**src/rtl/step_clock_ctrl.sv**
```systemverilog
// rtl/step_clock_ctrl.sv - operator-controlled processor clock: free-run, single-step, halt, cycle count
// Optional feature macro: STEP_DEBOUNCE_EN (defined = step button debouncer built in)
module step_clock_ctrl #(
    parameter int DIV       = 25_000_000,
    parameter int DB_CYCLES = 1_000_000,
    parameter int CNT_W     = 16
) (
    input  logic             clk,
    input  logic             rst,
    input  logic             sw_run,
    input  logic             btn_step,
    input  logic             halt,
    output logic             out_clk,
    output logic             tick,
    output logic             running,
    output logic [CNT_W-1:0] cycle_count
);

    localparam int PH_W = (DIV > 1) ? $clog2(DIV) : 1;
    localparam logic [PH_W-1:0] PH_LAST = PH_W'(DIV - 1);

    typedef enum logic [1:0] {IDLE, RUN, STEP} state_t;

    logic run_s1_q, run_s2_q, btn_s1_q, btn_s2_q;
    logic btn_db, btn_db_prev_q, step_req_q, step_req_d;

    state_t           state_q, state_d;
    logic             out_clk_q, out_clk_d;
    logic             tick_q, tick_d;
    logic             running_q, running_d;
    logic [PH_W-1:0]  ph_cnt_q, ph_cnt_d;
    logic [CNT_W-1:0] cycle_count_q, cycle_count_d;

    always_ff @(posedge clk) begin
        if (rst) begin
            run_s1_q <= 1'b0;
            run_s2_q <= 1'b0;
            btn_s1_q <= 1'b0;
            btn_s2_q <= 1'b0;
        end else begin
            run_s1_q <= sw_run;
            run_s2_q <= run_s1_q;
            btn_s1_q <= btn_step;
            btn_s2_q <= btn_s1_q;
        end
    end

`ifdef STEP_DEBOUNCE_EN
    localparam int DB_W = (DB_CYCLES > 1) ? $clog2(DB_CYCLES) : 1;
    localparam logic [DB_W-1:0] DB_LAST = DB_W'(DB_CYCLES - 1);

    logic [DB_W-1:0] db_cnt_q, db_cnt_d;
    logic            btn_db_q, btn_db_d;

    // Any cycle where the synced button agrees with the accepted level restarts the count.
    always_comb begin
        btn_db_d = btn_db_q;
        db_cnt_d = '0;
        if (btn_s2_q != btn_db_q) begin
            if (db_cnt_q == DB_LAST) begin
                btn_db_d = btn_s2_q;
            end else begin
                db_cnt_d = db_cnt_q + 1'b1;
            end
        end
    end

    always_ff @(posedge clk) begin
        if (rst) begin
            db_cnt_q <= '0;
            btn_db_q <= 1'b0;
        end else begin
            db_cnt_q <= db_cnt_d;
            btn_db_q <= btn_db_d;
        end
    end

    assign btn_db = btn_db_q;
`else
    assign btn_db = btn_s2_q;
`endif

    assign step_req_d = btn_db & ~btn_db_prev_q;

    always_ff @(posedge clk) begin
        if (rst) begin
            btn_db_prev_q <= 1'b0;
            step_req_q    <= 1'b0;
        end else begin
            btn_db_prev_q <= btn_db;
            step_req_q    <= step_req_d;
        end
    end

    always_comb begin
        state_d   = state_q;
        out_clk_d = out_clk_q;
        tick_d    = 1'b0;
        ph_cnt_d  = ph_cnt_q + 1'b1;
        case (state_q)
            IDLE: begin
                out_clk_d = 1'b0;
                ph_cnt_d  = '0;
                if (run_s2_q && !halt) begin
                    state_d   = RUN;
                    out_clk_d = 1'b1;
                    tick_d    = 1'b1;
                end else if (step_req_q && !halt) begin
                    state_d   = STEP;
                    out_clk_d = 1'b1;
                    tick_d    = 1'b1;
                end
            end
            RUN, STEP: begin
                if (ph_cnt_q == PH_LAST) begin
                    ph_cnt_d = '0;
                    if (out_clk_q) begin
                        out_clk_d = 1'b0;
                    end else if (state_q == RUN && run_s2_q && !halt) begin
                        // Back-to-back periods: no idle gap between low and next high.
                        out_clk_d = 1'b1;
                        tick_d    = 1'b1;
                    end else begin
                        state_d   = IDLE;
                        out_clk_d = 1'b0;
                    end
                end
            end
            default: begin
                state_d   = IDLE;
                out_clk_d = 1'b0;
                ph_cnt_d  = '0;
            end
        endcase
        running_d     = (state_d != IDLE);
        cycle_count_d = cycle_count_q;
        if (tick_d && cycle_count_q != '1) begin
            cycle_count_d = cycle_count_q + 1'b1;
        end
    end

    always_ff @(posedge clk) begin
        if (rst) begin
            state_q       <= IDLE;
            out_clk_q     <= 1'b0;
            tick_q        <= 1'b0;
            running_q     <= 1'b0;
            ph_cnt_q      <= '0;
            cycle_count_q <= '0;
        end else begin
            state_q       <= state_d;
            out_clk_q     <= out_clk_d;
            tick_q        <= tick_d;
            running_q     <= running_d;
            ph_cnt_q      <= ph_cnt_d;
            cycle_count_q <= cycle_count_d;
        end
    end

    assign out_clk     = out_clk_q;
    assign tick        = tick_q;
    assign running     = running_q;
    assign cycle_count = cycle_count_q;

endmodule

```
**config.mk**
```make
export PLATFORM = sky130hd
export DESIGN_NAME = step_clock_ctrl
export DESIGN_NICKNAME = d
export VERILOG_FILES = /design/src/rtl/step_clock_ctrl.sv
export SDC_FILE = /design/constraint.sdc
export NUM_CORES = 1
export LEC_CHECK = 0
export BUFFER_PORTS_ARGS = -buffer_cell sky130_fd_sc_hd__buf_2
export CAP_MARGIN = 0
export CORE_MARGIN = 1.5
export CORE_UTILIZATION = 53
export CTS_CLUSTER_DIAMETER = 150
export DETAILED_ROUTE_END_ITERATION = 16
export GPL_TIMING_DRIVEN = 0
export PLACE_DENSITY = 0.75
export SLEW_MARGIN = 5
export SYNTH_ARGS = -nofsm -noshare
export SYNTH_HDL_FRONTEND = slang
export SYNTH_SLANG_ARGS = --single-unit
```
**constraint.sdc**
```tcl
create_clock -name clk -period 2.57 [get_ports clk]
set_clock_uncertainty 0.15 [all_clocks]
set_input_delay 0.3855 -clock clk [delete_from_list [all_inputs] [get_ports clk]]
set_output_delay 0.3855 -clock clk [all_outputs]
set_load 0.02 [all_outputs]
```
==> results.ini <==
[power]
power.leakage_uw=0.0009938
p_int_uw=1179
worst_ir_drop_vdd_uv=352.3
p_sw_uw=312.4
power_density_nw_per_um2=523.1
clkPwrFrac_pct=41.1
comb_power_share_pct=4.2
p_seq_share_pct=54.7
p_sw_share_pct=20.94

[global_routing]
grt_use_met2_pct=36.21
grt_pass1_vias=1997
grt_usage_pct=21.22
grt_pass1_wl_mm=8.694
overflow=0
grt_util_met1_pct=26.37
use_met3_pct=4.641
busiest_layer=met2
grt_max_degree=16
antenna_found_initial=0

[logic_synthesis]
synth_compound_area_share_pct=9.766
synth_ff_type=dfxtp_1
synth_top_family_by_area=simple AND/OR/NAND/NOR gates
synth-simple-area-share_pct=31.99
synthDistinctLibCells=46
synth_commonest_cells=52 x dfxtp_1, 40 x nor2_1, 18 x nand3_1
syn_nets=294
synthesis.instances=284
synth_top_cells_by_area=dfxtp_1 41%, nor2_1 6.0%, xnor2_1 4.5%, nand3_1 3.6%, xor2_1 3.1%
ys_ff_latch=52
yosys_warnings=0
synth_adder_area_share_pct=2.491
synthArstFlopShare_pct=0
yosysSeqAreaShare_pct=41.45
synthMuxAreaShare_pct=2.591
synth.largest_area_cell=dfxtp_1
syn_area_um2=2511
synth_top_cell_area_share_pct=41.45
synth-edff-count=0
synth_xor_area_share_pct=7.673
syn_avg_cell_area_um2=8.842
yosysMostFrequentCell=dfxtp_1

[clock_tree]
clk_pin_slew_ns=0.09
cts_tree=built
cts.sinks=52
htreeDepth=2
cts_made_buffers=5
clk_path_buf_depth=2
clock_latency_ns=0.31
cts-root-buf=clkbuf_8

[layout]
final_area_um2=2851
antennaDiodeCount=0
finalNonFillerCells=370
fin_nets=327
syn_to_final_growth_pct=13.55
layout-drive-gt1-share_pct=17.92

[floorplanning]
dieArea_um2=5160
die-width_um=71.84
core_um2=4444
start_util_pct=56.50
die_y_um=71.84
rows=24
io_pins=24

[sta]
drv_slew=0
fmax_mhz=404.3
rsz0062_at_grt=true
fin_crit_ns=2.473
fin_crit_sh_pct=96.23
hold_viol=0
holdWs_ns=0.1298
tightest_slew_ns=0.4711
setup_viol=0
relSlewSlack_pct=68.59

[drt]
vias_per_cell=5.735
dr.pass1.iters=4
drc_errors=0
drt_iter0_drc=136
routed_wl_mm=5.031
wl_per_cell_um=13.60
antenna_left=0
via_count=2122

[placement]
placed_area_um2=2691
dp_hpwl_mm=3.524
place_congestion=0.8333
dp_cells=359
numPortBuffers=23

[worst_setup_path]
crit_type=flop to flop
cp_slowest_cell=or3b_1
worst-path-buf-inv=2
critPathArrivalTime_ns=2.53
critical_path.top_delay_family=simple AND/OR/NAND/NOR gates
path_cells=inv_1, ha_1, or3b_1, o32ai_4, o21ai_2, buf_4, nor4b_2, mux2_2
setup.worst_path.end_class=flop
cp-start-kind=flop
worst-path-max-fanout=10
cp.required_ns=2.63
crit_path_max_incr_delay_ns=0.39

[worst_hold_path]
hold_path.class=input port to flop

[run_status]
status=finished, final reports clean

[job]
maxCapViolCount=0

-- worst paths after layout --
check | endpoint | depth (start not counted) | start | slack, ns
max reg2reg | cycle_count[7] | 8 | state_q[1] | 0.1
min | run_s1_q | 2 | sw_run | 0.13
max | cycle_count[7] | 8 | state_q[1] | 0.1
min reg2reg | step_req_q | 1 | btn_db_prev_q | 0.24
-- sequential cells by signal, summed over array words and instances, names as in the netlist --
register	count
btn_db	1
state_q	2
btn_db_prev_q	1
step_req_q	1
btn_s1_q	1
tick	1
running	1
out_clk	1
run_s1_q	1
cycle_count	16
run_s2_q	1
ph_cnt_q	25
-- placed cells by master, fill, tap and decap left out, types with 5 or more instances in the layout --
cell	synthesis	routed
nor2b_1	12	12
xor2_1	9	9
nand2_1	15	15
xnor2_1	13	13
ha_1	5	5
and3_1	5	5
nand4_1	9	9
clkbuf_8	0	7
and4_1	6	6
o21ai_0	6	6
a21oi_1	12	12
nand3_1	18	18
dfxtp_1	52	50
nor3_1	5	5
inv_1	9	9
or4_1	8	8
nor2_1	40	40
o31ai_1	8	8
buf_2	3	26
-- timing repair --
| action | in CTS | in global routing |
|---|---|---|
| hold buffers | 0 | 0 |
| pin swaps | 1 | 0 |
| buffers inserted | 2 | 1 |
| gates resized for setup | 1 | 3 |
| endpoints found under the setup margin | 3 | 8 |
-- per-stage QoR --
stage | setup TNS [ns] | setup slack (ns) | power, uW | utilization [%]
5_1_grt | -0.02063 | -0.01572 | 1550 | 64.16
6_report | 0 | 0.09686 | 1492 | 64.16
3_5_place_dp | -0.05183 | -0.04695 | 895.4 | 60.56
3_3_place_gp | -0.05337 | -0.05107 | 894.5 | 60.56
4_1_cts | 0 | 0.04476 | 1508 | 63.77
2_1_floorplan | 0 | 0.1705 | 878.6 | -
-- layer usage --
metal | vias up | wire, um
met3 | 7 | 201
met1 | 995 | 2326
met2 | 49 | 2424
met4 | 0 | 79
met5 | - | 0
li1 | 1071 | -
-- power by group through the flow --
stage	combinational, uW	sequential [uW]	clock, uW
2_1_floorplan	42.9	836	0
3_3_place_gp	60.1	834	0
3_5_place_dp	60.8	835	0
4_1_cts	63.2	816	629
5_1_grt	70.6	816	663
6_report	63.0	815	613
-- logic make-up (layout without fill, tap and decap cells) --
group / Yosys count / in the layout
buf+inv: 21 / 55
simple gates: 143 / 143
compound gates: 35 / 35
fa+ha+maj: 5 / 5
flops: 52 / 52
xor+xnor: 22 / 22
mux: 6 / 6
-- worst register-to-register path: stages (launching register included) --
cell and delay (ns):
dfxtp_2 0.37, inv_1 0.06, ha_1 0.31, or3b_1 0.39, o32ai_4 0.16, o21ai_2 0.12, buf_4 0.19, nor4b_2 0.25
mux2_2 0.36
-- area by class of cell --
cell class	instances	area (um2)
fill	378	1593
clock buffer	7	96.34
sequential	52	1046
tap	52	65.06
multi-input combinational	211	1375
buffer	12	67.56
inverter	9	33.78
timing repair buffer	26	137.6
clock inverter	1	30.03
Note: power is estimated with default switching activity, not from simulation.
